--- config.mk ---
export PLATFORM = sky130hd
export DESIGN_NAME = i2c_byte_capture
export DESIGN_NICKNAME = d
export VERILOG_FILES = /design/src/rtl/i2c_byte_capture.sv
export SDC_FILE = /design/constraint.sdc
export NUM_CORES = 1
export LEC_CHECK = 0
export CAP_MARGIN = 20
export CORE_MARGIN = 3
export CORE_UTILIZATION = 26
export CTS_CLUSTER_SIZE = 20
export DETAILED_ROUTE_END_ITERATION = 8
export GPL_ROUTABILITY_DRIVEN = 0
export PLACE_DENSITY = 0.51
export SYNTH_ARGS = -nofsm -noshare
export SYNTH_HDL_FRONTEND = slang
export SYNTH_SLANG_ARGS = --single-unit
--- constraint.sdc ---
create_clock -name system_clk -period 3 [get_ports system_clk]
set_input_delay 0.6 -clock system_clk [delete_from_list [all_inputs] [get_ports system_clk]]
set_output_delay 0.6 -clock system_clk [all_outputs]
set_load 0.1 [all_outputs]
--- src/rtl/i2c_byte_capture.sv ---
// rtl/i2c_byte_capture.sv - passive I2C byte capture into a first-word-fall-through record FIFO
//
// Taps SCL/SDA (plus the repeater's SDA direction), filters the lines, detects
// START/STOP, assembles 8 data bits plus the ACK bit and queues one record per byte.
//
// Parameters:
//   FILTER_LEN  consecutive equal synchronised samples needed to flip a filtered line (2..16)
//   FIFO_DEPTH  record FIFO entries, power of two (2..64)
//
// Ports:
//   system_clk   block clock, rising edge
//   reset        asynchronous, active-high
//   scl_in       tapped SCL (asynchronous)
//   sda_in       tapped SDA (asynchronous)
//   dir_in       SDA direction, 0 = master drives, 1 = slave drives (asynchronous)
//   out_valid    head record present on out_*
//   out_ready    consumer accepts the head record when out_valid & out_ready
//   out_data     captured byte
//   out_ack      1 = ACK, 0 = NACK
//   out_start    byte was the first after START / repeated START
//   out_dir      dir_in latched at the byte's first bit
//   bus_busy     high from START to STOP
//   abort_pulse  one-cycle pulse when START/STOP truncates a partial byte
//   overflow     sticky, a record was dropped on a full FIFO
//   clr_ovf      synchronous clear of overflow (a same-cycle set wins)
//   out_ts       (I2C_BYTE_CAPTURE_TIMESTAMP_EN only) 16-bit cycle stamp of the head record
//
// Build option: define I2C_BYTE_CAPTURE_TIMESTAMP_EN to add the per-record cycle timestamp.

module i2c_byte_capture #(
    parameter int FILTER_LEN = 5,
    parameter int FIFO_DEPTH = 8
) (
    input  logic        system_clk,
    input  logic        reset,
    input  logic        scl_in,
    input  logic        sda_in,
    input  logic        dir_in,
    output logic        out_valid,
    input  logic        out_ready,
    output logic [7:0]  out_data,
    output logic        out_ack,
    output logic        out_start,
    output logic        out_dir,
    output logic        bus_busy,
    output logic        abort_pulse,
    output logic        overflow,
    input  logic        clr_ovf
`ifdef I2C_BYTE_CAPTURE_TIMESTAMP_EN
    ,
    output logic [15:0] out_ts
`endif
);

    localparam int FCW = $clog2(FILTER_LEN);
    localparam int AW  = $clog2(FIFO_DEPTH);
    localparam int CORE_W = 11;
`ifdef I2C_BYTE_CAPTURE_TIMESTAMP_EN
    localparam int REC_W = CORE_W + 16;
`else
    localparam int REC_W = CORE_W;
`endif
    localparam logic [FCW-1:0] FCNT_MAX = FCW'(FILTER_LEN - 1);
    localparam logic [AW:0]    DEPTH_L  = (AW + 1)'(FIFO_DEPTH);

    // ------------------------------------------------------------------
    // Input synchronisers; all reset to 1 so the bus looks idle.
    // ------------------------------------------------------------------
    logic [1:0] scl_sync;
    logic [1:0] sda_sync;
    logic [1:0] dir_sync;
    logic       scl_s;
    logic       sda_s;
    logic       dir_s;

    always_ff @(posedge system_clk or posedge reset) begin
        if (reset) begin
            scl_sync <= 2'b11;
            sda_sync <= 2'b11;
            dir_sync <= 2'b11;
        end else begin
            scl_sync <= {scl_sync[0], scl_in};
            sda_sync <= {sda_sync[0], sda_in};
            dir_sync <= {dir_sync[0], dir_in};
        end
    end

    assign scl_s = scl_sync[1];
    assign sda_s = sda_sync[1];
    assign dir_s = dir_sync[1];

    // ------------------------------------------------------------------
    // Glitch filters: the counter tracks how many consecutive samples have
    // disagreed with the filtered value; FILTER_LEN of them flip the line.
    // ------------------------------------------------------------------
    logic           scl_f;
    logic           sda_f;
    logic [FCW-1:0] scl_cnt;
    logic [FCW-1:0] sda_cnt;

    always_ff @(posedge system_clk or posedge reset) begin
        if (reset) begin
            scl_f   <= 1'b1;
            sda_f   <= 1'b1;
            scl_cnt <= '0;
            sda_cnt <= '0;
        end else begin
            if (scl_s == scl_f) begin
                scl_cnt <= '0;
            end else if (scl_cnt == FCNT_MAX) begin
                scl_f   <= scl_s;
                scl_cnt <= '0;
            end else begin
                scl_cnt <= scl_cnt + 1'b1;
            end

            if (sda_s == sda_f) begin
                sda_cnt <= '0;
            end else if (sda_cnt == FCNT_MAX) begin
                sda_f   <= sda_s;
                sda_cnt <= '0;
            end else begin
                sda_cnt <= sda_cnt + 1'b1;
            end
        end
    end

    // ------------------------------------------------------------------
    // Bus condition detection on the filtered lines.
    // ------------------------------------------------------------------
    logic scl_fd;
    logic sda_fd;
    logic rise_d;
    logic start_det;
    logic stop_det;
    logic scl_rise;
    logic scl_fall;

    always_ff @(posedge system_clk or posedge reset) begin
        if (reset) begin
            scl_fd <= 1'b1;
            sda_fd <= 1'b1;
            rise_d <= 1'b0;
        end else begin
            scl_fd <= scl_f;
            sda_fd <= sda_f;
            rise_d <= scl_rise;
        end
    end

    assign start_det = scl_f & scl_fd & sda_fd & ~sda_f;
    assign stop_det  = scl_f & scl_fd & ~sda_fd & sda_f;
    assign scl_rise  = scl_f & ~scl_fd;
    assign scl_fall  = ~scl_f & scl_fd;

    // ------------------------------------------------------------------
    // Byte capture FSM
    // ------------------------------------------------------------------
    typedef enum logic {
        ST_IDLE = 1'b0,
        ST_BUSY = 1'b1
    } state_t;

    state_t              state;
    state_t              state_n;
    logic [3:0]          bit_cnt;
    logic [3:0]          bit_cnt_n;
    logic [7:0]          shift;
    logic [7:0]          shift_n;
    logic                dir_lat;
    logic                dir_lat_n;
    logic                start_flag;
    logic                start_flag_n;
    logic                bit0_high;
    logic                bit0_high_n;
    logic                wr_en;
    logic                wr_en_n;
    logic [CORE_W-1:0]   wr_rec;
    logic [CORE_W-1:0]   wr_rec_n;
    logic                abort_n;
    logic                partial;

    // Every STOP and repeated START is preceded by an SCL rise that samples
    // as bit 0. A START/STOP inside that same SCL-high phase is the bus
    // condition itself, not a truncated byte, so it must not abort.
    assign partial = (bit_cnt != 4'd0) && !((bit_cnt == 4'd1) && bit0_high);

    always_ff @(posedge system_clk or posedge reset) begin
        if (reset) begin
            state       <= ST_IDLE;
            bit_cnt     <= 4'd0;
            shift       <= 8'h00;
            dir_lat     <= 1'b0;
            start_flag  <= 1'b0;
            bit0_high   <= 1'b0;
            wr_en       <= 1'b0;
            wr_rec      <= '0;
            abort_pulse <= 1'b0;
        end else begin
            state       <= state_n;
            bit_cnt     <= bit_cnt_n;
            shift       <= shift_n;
            dir_lat     <= dir_lat_n;
            start_flag  <= start_flag_n;
            bit0_high   <= bit0_high_n;
            wr_en       <= wr_en_n;
            wr_rec      <= wr_rec_n;
            abort_pulse <= abort_n;
        end
    end

    always_comb begin
        state_n      = state;
        bit_cnt_n    = bit_cnt;
        shift_n      = shift;
        dir_lat_n    = dir_lat;
        start_flag_n = start_flag;
        bit0_high_n  = bit0_high;
        wr_en_n      = 1'b0;
        wr_rec_n     = wr_rec;
        abort_n      = 1'b0;

        if (start_det) begin
            state_n      = ST_BUSY;
            start_flag_n = 1'b1;
            bit_cnt_n    = 4'd0;
            bit0_high_n  = 1'b0;
            abort_n      = partial;
        end else if (stop_det) begin
            state_n      = ST_IDLE;
            start_flag_n = 1'b0;
            bit_cnt_n    = 4'd0;
            bit0_high_n  = 1'b0;
            abort_n      = partial;
        end else if ((state == ST_BUSY) && rise_d) begin
            if (bit_cnt == 4'd8) begin
                // ACK bit: SDA low means acknowledged.
                wr_en_n      = 1'b1;
                wr_rec_n     = {start_flag, dir_lat, ~sda_f, shift};
                start_flag_n = 1'b0;
                bit_cnt_n    = 4'd0;
            end else begin
                shift_n = {shift[6:0], sda_f};
                if (bit_cnt == 4'd0) begin
                    dir_lat_n   = dir_s;
                    bit0_high_n = 1'b1;
                end
                bit_cnt_n = bit_cnt + 4'd1;
            end
        end else if (scl_fall) begin
            bit0_high_n = 1'b0;
        end
    end

    assign bus_busy = (state == ST_BUSY);

    // ------------------------------------------------------------------
    // Optional free-running timestamp
    // ------------------------------------------------------------------
    logic [REC_W-1:0] push_rec;

`ifdef I2C_BYTE_CAPTURE_TIMESTAMP_EN
    logic [15:0] ts_cnt;

    always_ff @(posedge system_clk or posedge reset) begin
        if (reset) begin
            ts_cnt <= 16'h0000;
        end else begin
            ts_cnt <= ts_cnt + 16'h0001;
        end
    end

    assign push_rec = {ts_cnt, wr_rec};
`else
    assign push_rec = wr_rec;
`endif

    // ------------------------------------------------------------------
    // Record FIFO (first-word-fall-through)
    // ------------------------------------------------------------------
    logic [REC_W-1:0] mem [FIFO_DEPTH];
    logic [AW-1:0]    rd_ptr;
    logic [AW-1:0]    wr_ptr;
    logic [AW:0]      level;
    logic             full;
    logic             pop;
    logic             push;
    logic             ovf_set;
    logic [REC_W-1:0] head;

    assign full    = (level == DEPTH_L);
    assign pop     = out_valid & out_ready;
    // A full FIFO still takes a write when the head leaves in the same cycle.
    assign push    = wr_en & (~full | pop);
    assign ovf_set = wr_en & full & ~pop;

    always_ff @(posedge system_clk) begin
        if (push) begin
            mem[wr_ptr] <= push_rec;
        end
    end

    always_ff @(posedge system_clk or posedge reset) begin
        if (reset) begin
            rd_ptr   <= '0;
            wr_ptr   <= '0;
            level    <= '0;
            overflow <= 1'b0;
        end else begin
            if (push) begin
                wr_ptr <= wr_ptr + 1'b1;
            end
            if (pop) begin
                rd_ptr <= rd_ptr + 1'b1;
            end
            if (push && !pop) begin
                level <= level + 1'b1;
            end else if (pop && !push) begin
                level <= level - 1'b1;
            end

            if (ovf_set) begin
                overflow <= 1'b1;
            end else if (clr_ovf) begin
                overflow <= 1'b0;
            end
        end
    end

    // Outputs are forced to zero while empty so the uninitialised array
    // never shows on the interface.
    assign out_valid = (level != '0);
    assign head      = mem[rd_ptr];
    assign out_data  = out_valid ? head[7:0] : 8'h00;
    assign out_ack   = out_valid & head[8];
    assign out_dir   = out_valid & head[9];
    assign out_start = out_valid & head[10];
`ifdef I2C_BYTE_CAPTURE_TIMESTAMP_EN
    assign out_ts    = out_valid ? head[REC_W-1:CORE_W] : 16'h0000;
`endif

endmodule
== Yosys cells after proc, flatten, opt, wreduce, memory -nomap -nowiden ==
Memory sizes are Yosys's and may differ from the RTL's.
Index checks and enable logic that the tools add are counted.
Word-level totals
  logic and storage cells: 123
  memories: 1
  register bits after elaboration: 57
  input bits: 7
  memory bits (writable): 88
Memory list
  mem: words 8, width 11, rd ports 1, clocked after Yosys merged registers in 0, write ports 1, line 281  | logic [REC_W-1:0] mem [FIFO_DEPTH];
Operators by class
  mux-type cells: 33
  bitwise logic cells: 26
  eq/ne operators: 9
  add/subtract/negate cells: 7
  reductions and logical operators: 24
Operators with widths (count)
  4-bit two-way mux: 6
  1-bit two-way mux: 22
  1-bit AND: 14
  3-bit by 1-bit adder with 3-bit output (second input constant): 4
  3-bit two-way mux: 4
  4-bit nonzero test: 3
  1-bit inverter: 11
  4-bit by 1-bit adder with 4-bit output (second input constant): 2
  4-bit == test (second input constant): 2
  8-bit two-way mux: 1
  4-bit AND reduction: 2
  3-bit == test (second input constant): 2
  2-bit AND reduction: 3
  2-bit nonzero test: 3
  3-bit nonzero test: 2
  1-bit logical AND: 5
  5-bit AND reduction: 1
  4-bit by 1-bit == test with 1-bit output (second input constant): 1
  4-bit logical NOT: 1
  4-bit by 3-bit != test with 1-bit output (second input constant): 1
  4-bit != test (second input constant): 1
  4-bit by 1-bit subtractor with 4-bit output (second input constant): 1
  1-bit logical NOT: 3
  3-bit AND reduction: 1
  other kinds (2): 3

== Logic depth before layout (Yosys ltp) ==
  depth after elaboration: 8
  gate-level depth with buffers: 9

== Least setup slack after synthesis ==
No wires, ideal clock.
  path type: register to register
  start: register level[2]
  end: register level[3]
  stages on the path, launching flop included: 10
  setup slack: 0.254 ns
  required time: 2.869 ns
  setup time: 0.131 ns
  arrival time: 2.615 ns
  cell sequence: dfrtp_1 or4_4 buf_6 nand2_1 ha_1 inv_1 ha_1 or4_1 o211ai_1 o211ai_1
Between the ends
  longest elaborated chain between the ends: 7
RTL lines
  from (decl): line 284  | logic [AW:0] level;
  from (signal assigned): line 317  | level <= level + 1'b1;
  from (signal assigned): line 319  | level <= level - 1'b1;
  4-bit nonzero test (*): line 332  | assign out_valid = (level != '0);
  net out_valid: line 39  | output logic out_valid,
  1-bit AND (*): line 292  | assign pop = out_valid & out_ready;
  1-bit bitwise OR: line 294  | assign push = wr_en & (~full | pop);
  1-bit AND: line 294
  1-bit logical NOT: line 318  | end else if (pop && !push) begin
  1-bit logical AND: line 318
  2-bit nonzero test (no line)
The timed path passes the listed nets; every way through them passes the cells marked *. The select of a mux whose other input is x is not followed.
A chain may end at the register's enable or synchronous reset.

== Final worst setup path ==
  start: register level[2]
  end: output port out_dir
Between the ends
  longest elaborated chain between the ends: 2
RTL lines
  4-bit nonzero test: line 332
  1-bit AND: line 336  | assign out_dir = out_valid & head[9];
  to (decl): line 44  | output logic out_dir,
Every way passes these cells.

==> out/metrics.yaml <==
logic_synthesis:
  yosysTopAreaCellShare_pct: 45.0
  synthCells: 341
  post_synth_num_cell_types: 46
  synth_seq_area_share_pct: 69.5
  ys_seq_elements: 145
  synth_top_area_cell: "edfxtp_1"
  syn_area_sq_mm: 0.00587
  avgSynthCellArea_sq_um: 17.2
  ys_warn_count: 0
  ys_top_cells_by_area: "edfxtp_1 (45%), dfrtp_1 (20%), mux4_2 (8.4%)"
  syn_nets: 361
layout:
  layout_common_cells: "edfxtp_1 (88), dfrtp_1 (47), mux2_2 (24), mux4_2 (22), buf_4 (18)"
  drive_above_1_share_pct: 32.0
  finalNonFillerCells: 677
  nNetsFinal: 404
  diodes: 0
  final_common_cell: "edfxtp_1"
  syn2layout_area_growth_pct: 23.6
global_route:
  grt_overflow: 0
  grt_max_degree: 32
  antenna_found_initial: 0
  use_met3_pct: 3.13
  grt_pass1_vias: 3259
  grtUsageMet2_pct: 16.4
  use_met1_pct: 11.4
  grtUsageTotal_pct: 9.63
  grt_pass1_wl_mm: 17.8
  grt.busiest_layer: "met2"
floorplanning:
  die_h_microns: 156
  die_w_microns: 156
  start_util_pct: 26.7
  num_rows: 54
  die-area_sq_mm: 0.0244
  core-area_sq_mm: 0.0220
  pin_count: 22
power:
  sw_frac_of_total_pct: 34.9
  vdd_drop_max_uv: 369
  p_int_mw: 4.80
  comb_power_share_pct: 33.6
  p_seq_share_pct: 35.2
  clkPwrFrac_pct: 31.2
  p_sw_mw: 2.57
  leakagePower_nw: 2.68
  cellPowerDensity_mw_per_mm2: 1020
drt:
  drc: 0
  drt_iter0_drc: 151
  via_per_inst: 4.48
  num_vias: 3033
  wl_per_cell_microns: 16.1
  wirelength_mm: 10.9
  drt_pass1_iterations: 4
  detail-route-antenna-nets: 0
clock_tree:
  post_cts_buffers: 0
  cts.clk_slew.worst_paths_ns: 0.06
  clkLatencyLatePin_ns: 0.42
  cts.sinks: 145
  cts-root-buf: "clkbuf_16"
  clock_path_buffers: 2
  numCtsBuffers: 17
  htree_levels: 4
  cts_resized: 0
  cts_tree: "done"
  cts_hold_buf: 0
timing:
  finalSetupViolCount: 0
  slew_headroom_pct: 60.1
  rsz0062_at_grt: "false"
  fmax_ghz: 0.366
  fin_hold_ws_ns: 0.354
  hold_viol: 0
  clock_skew_ns: 0.00700
  finalCritPeriodShare_pct: 91.2
  min_period_ns: 2.74
  max_slew.worst_pin.slew_ns: 0.597
  drv_slew: 0
worst_setup_path:
  worstPathRequired_ns: 2.40
  path_class: "reg2out"
  crit_end: "out_dir"
  worstPathMaxFanout: 11
  arrival_ns: 2.14
  cp-end-kind: "output pin"
  setup.worst_path.start: "level[2]"
  reg2reg_depth: 9
  start_kind: "flip-flop"
  worstReg2RegStart: "level[0]"
  worstReg2RegEnd: "level[3]"
  ff2ff_setup_slack_ns: 0.40
placement:
  io_buffers: 21
  dpl.hpwl_mm: 6.86
  dp_cells: 645
outcome:
  status: "finished clean"
min_path:
  min_delay_path_depth: 0
  min_path_type: "reg2reg"
flow_run:
  maxCapViolations: 0
-- Yosys cell counts (all sizes together) --
cell type  number
o2111ai         1
a31oi           2
mux2i           3
inv            14
fa              1
mux4           22
xnor2           9
and2            2
o31a            1
nor2            9
nor4            1
o221ai          1
or4b            1
dfstp          10
a2111o          1
nand2b          3
mux2           24
or2b            1
or3             2
nand3           8
buf             8
nor3b           3
nor2b           4
dfrtp          47
nand2          13
a22o           11
ha             12
a22oi           1
and3b           1
nor3            5
clkbuf          5
nand3b          2
or4             2
a21oi           8
edfxtp         88
a211o           1
o21ai           7
o32ai           1
o211ai          6
-- power groups by stage --
| stage | combinational, mW | sequential, mW | clock (mW) |
|---|---|---|---|
| after CTS | 2.53 | 2.60 | 2.35 |
| after global routing | 2.64 | 2.64 | 2.44 |
| after detailed placement | 2.52 | 2.64 | 0 |
| after global placement | 2.47 | 2.62 | 0 |
| after floorplan | 1.79 | 2.58 | 0 |
| final | 2.48 | 2.60 | 2.30 |
-- metrics by stage --
stage	power (mW)	util (%)	setup WS, ns	TNS [ns]	cell area, sq um
2_1_floorplan	4.37	-	0.254	0	5870
3_3_place_gp	5.09	30.0	0.0818	0	6600
3_5_place_dp	5.15	30.0	-0.0000675	-0.0000675	6610
4_1_cts	7.48	33.0	0.227	0	7260
5_1_grt	7.72	33.0	0.200	0	7260
6_report	7.37	33.0	0.264	0	7260
-- final cells by class --
class | instances | area, sq um
Clock buffer | 19 | 453
Clock inverter | 13 | 200
Fill cell | 2106 | 14800
Inverter | 14 | 52.6
Multi-Input combinational cell | 169 | 1670
Sequential cell | 145 | 4080
Tap cell | 280 | 350
Timing Repair Buffer | 37 | 455
-- critical path: stages, from the launching register on --
cell     delay (ns)
dfrtp_1        0.41
or4_4          0.58
and2_4         0.25
a22o_1         0.29
buf_12         0.19
-- kinds of logic (layout without fill, tap and decap cells) --
logic type               after synthesis  count (layout)  share of synthesized area, %
XOR/XNOR                               9               9                          1.34
AND/OR/NAND/NOR                       57              57                          5.37
multiplexers                          49              49                          13.5
buffers and inverters                 27              83                          2.26
AO/OA/AOI/OAI                         41              41                          5.11
flip-flops                           145             145                          69.5
adder cells (fa/ha/maj)               13              13                          2.90
-- worst min-delay path by stage --
| stage | start | slack, ns | end |
|---|---|---|---|
| 2_1_floorplan | dir_sync[0] | 0.35 | dir_sync[1] |
| 3_3_place_gp | sda_sync[0] | 0.35 | sda_sync[1] |
| 3_5_place_dp | scl_sync[0] | 0.35 | scl_sync[1] |
| 4_1_cts | scl_sync[0] | 0.36 | scl_sync[1] |
| 5_1_grt | scl_sync[0] | 0.36 | scl_sync[1] |
| 6_report | scl_sync[0] | 0.35 | scl_sync[1] |
-- per-layer routing --
metal / wire length, microns / vias to the layer above
met5: 0 / -
met4: 151 / 0
met3: 355 / 15
met2: 5680 / 40
met1: 4750 / 1577
li1: - / 1401
-- sequential cells by signal, indices dropped and copies added, names as in the netlist, 3 cells and up --
name and flops:
shift 8, bit_cnt 4, rd_ptr 3, scl_cnt 3, sda_cnt 3, push_rec 11, wr_ptr 3, level 4
mem 88
(Power assumes the default switching activity.)
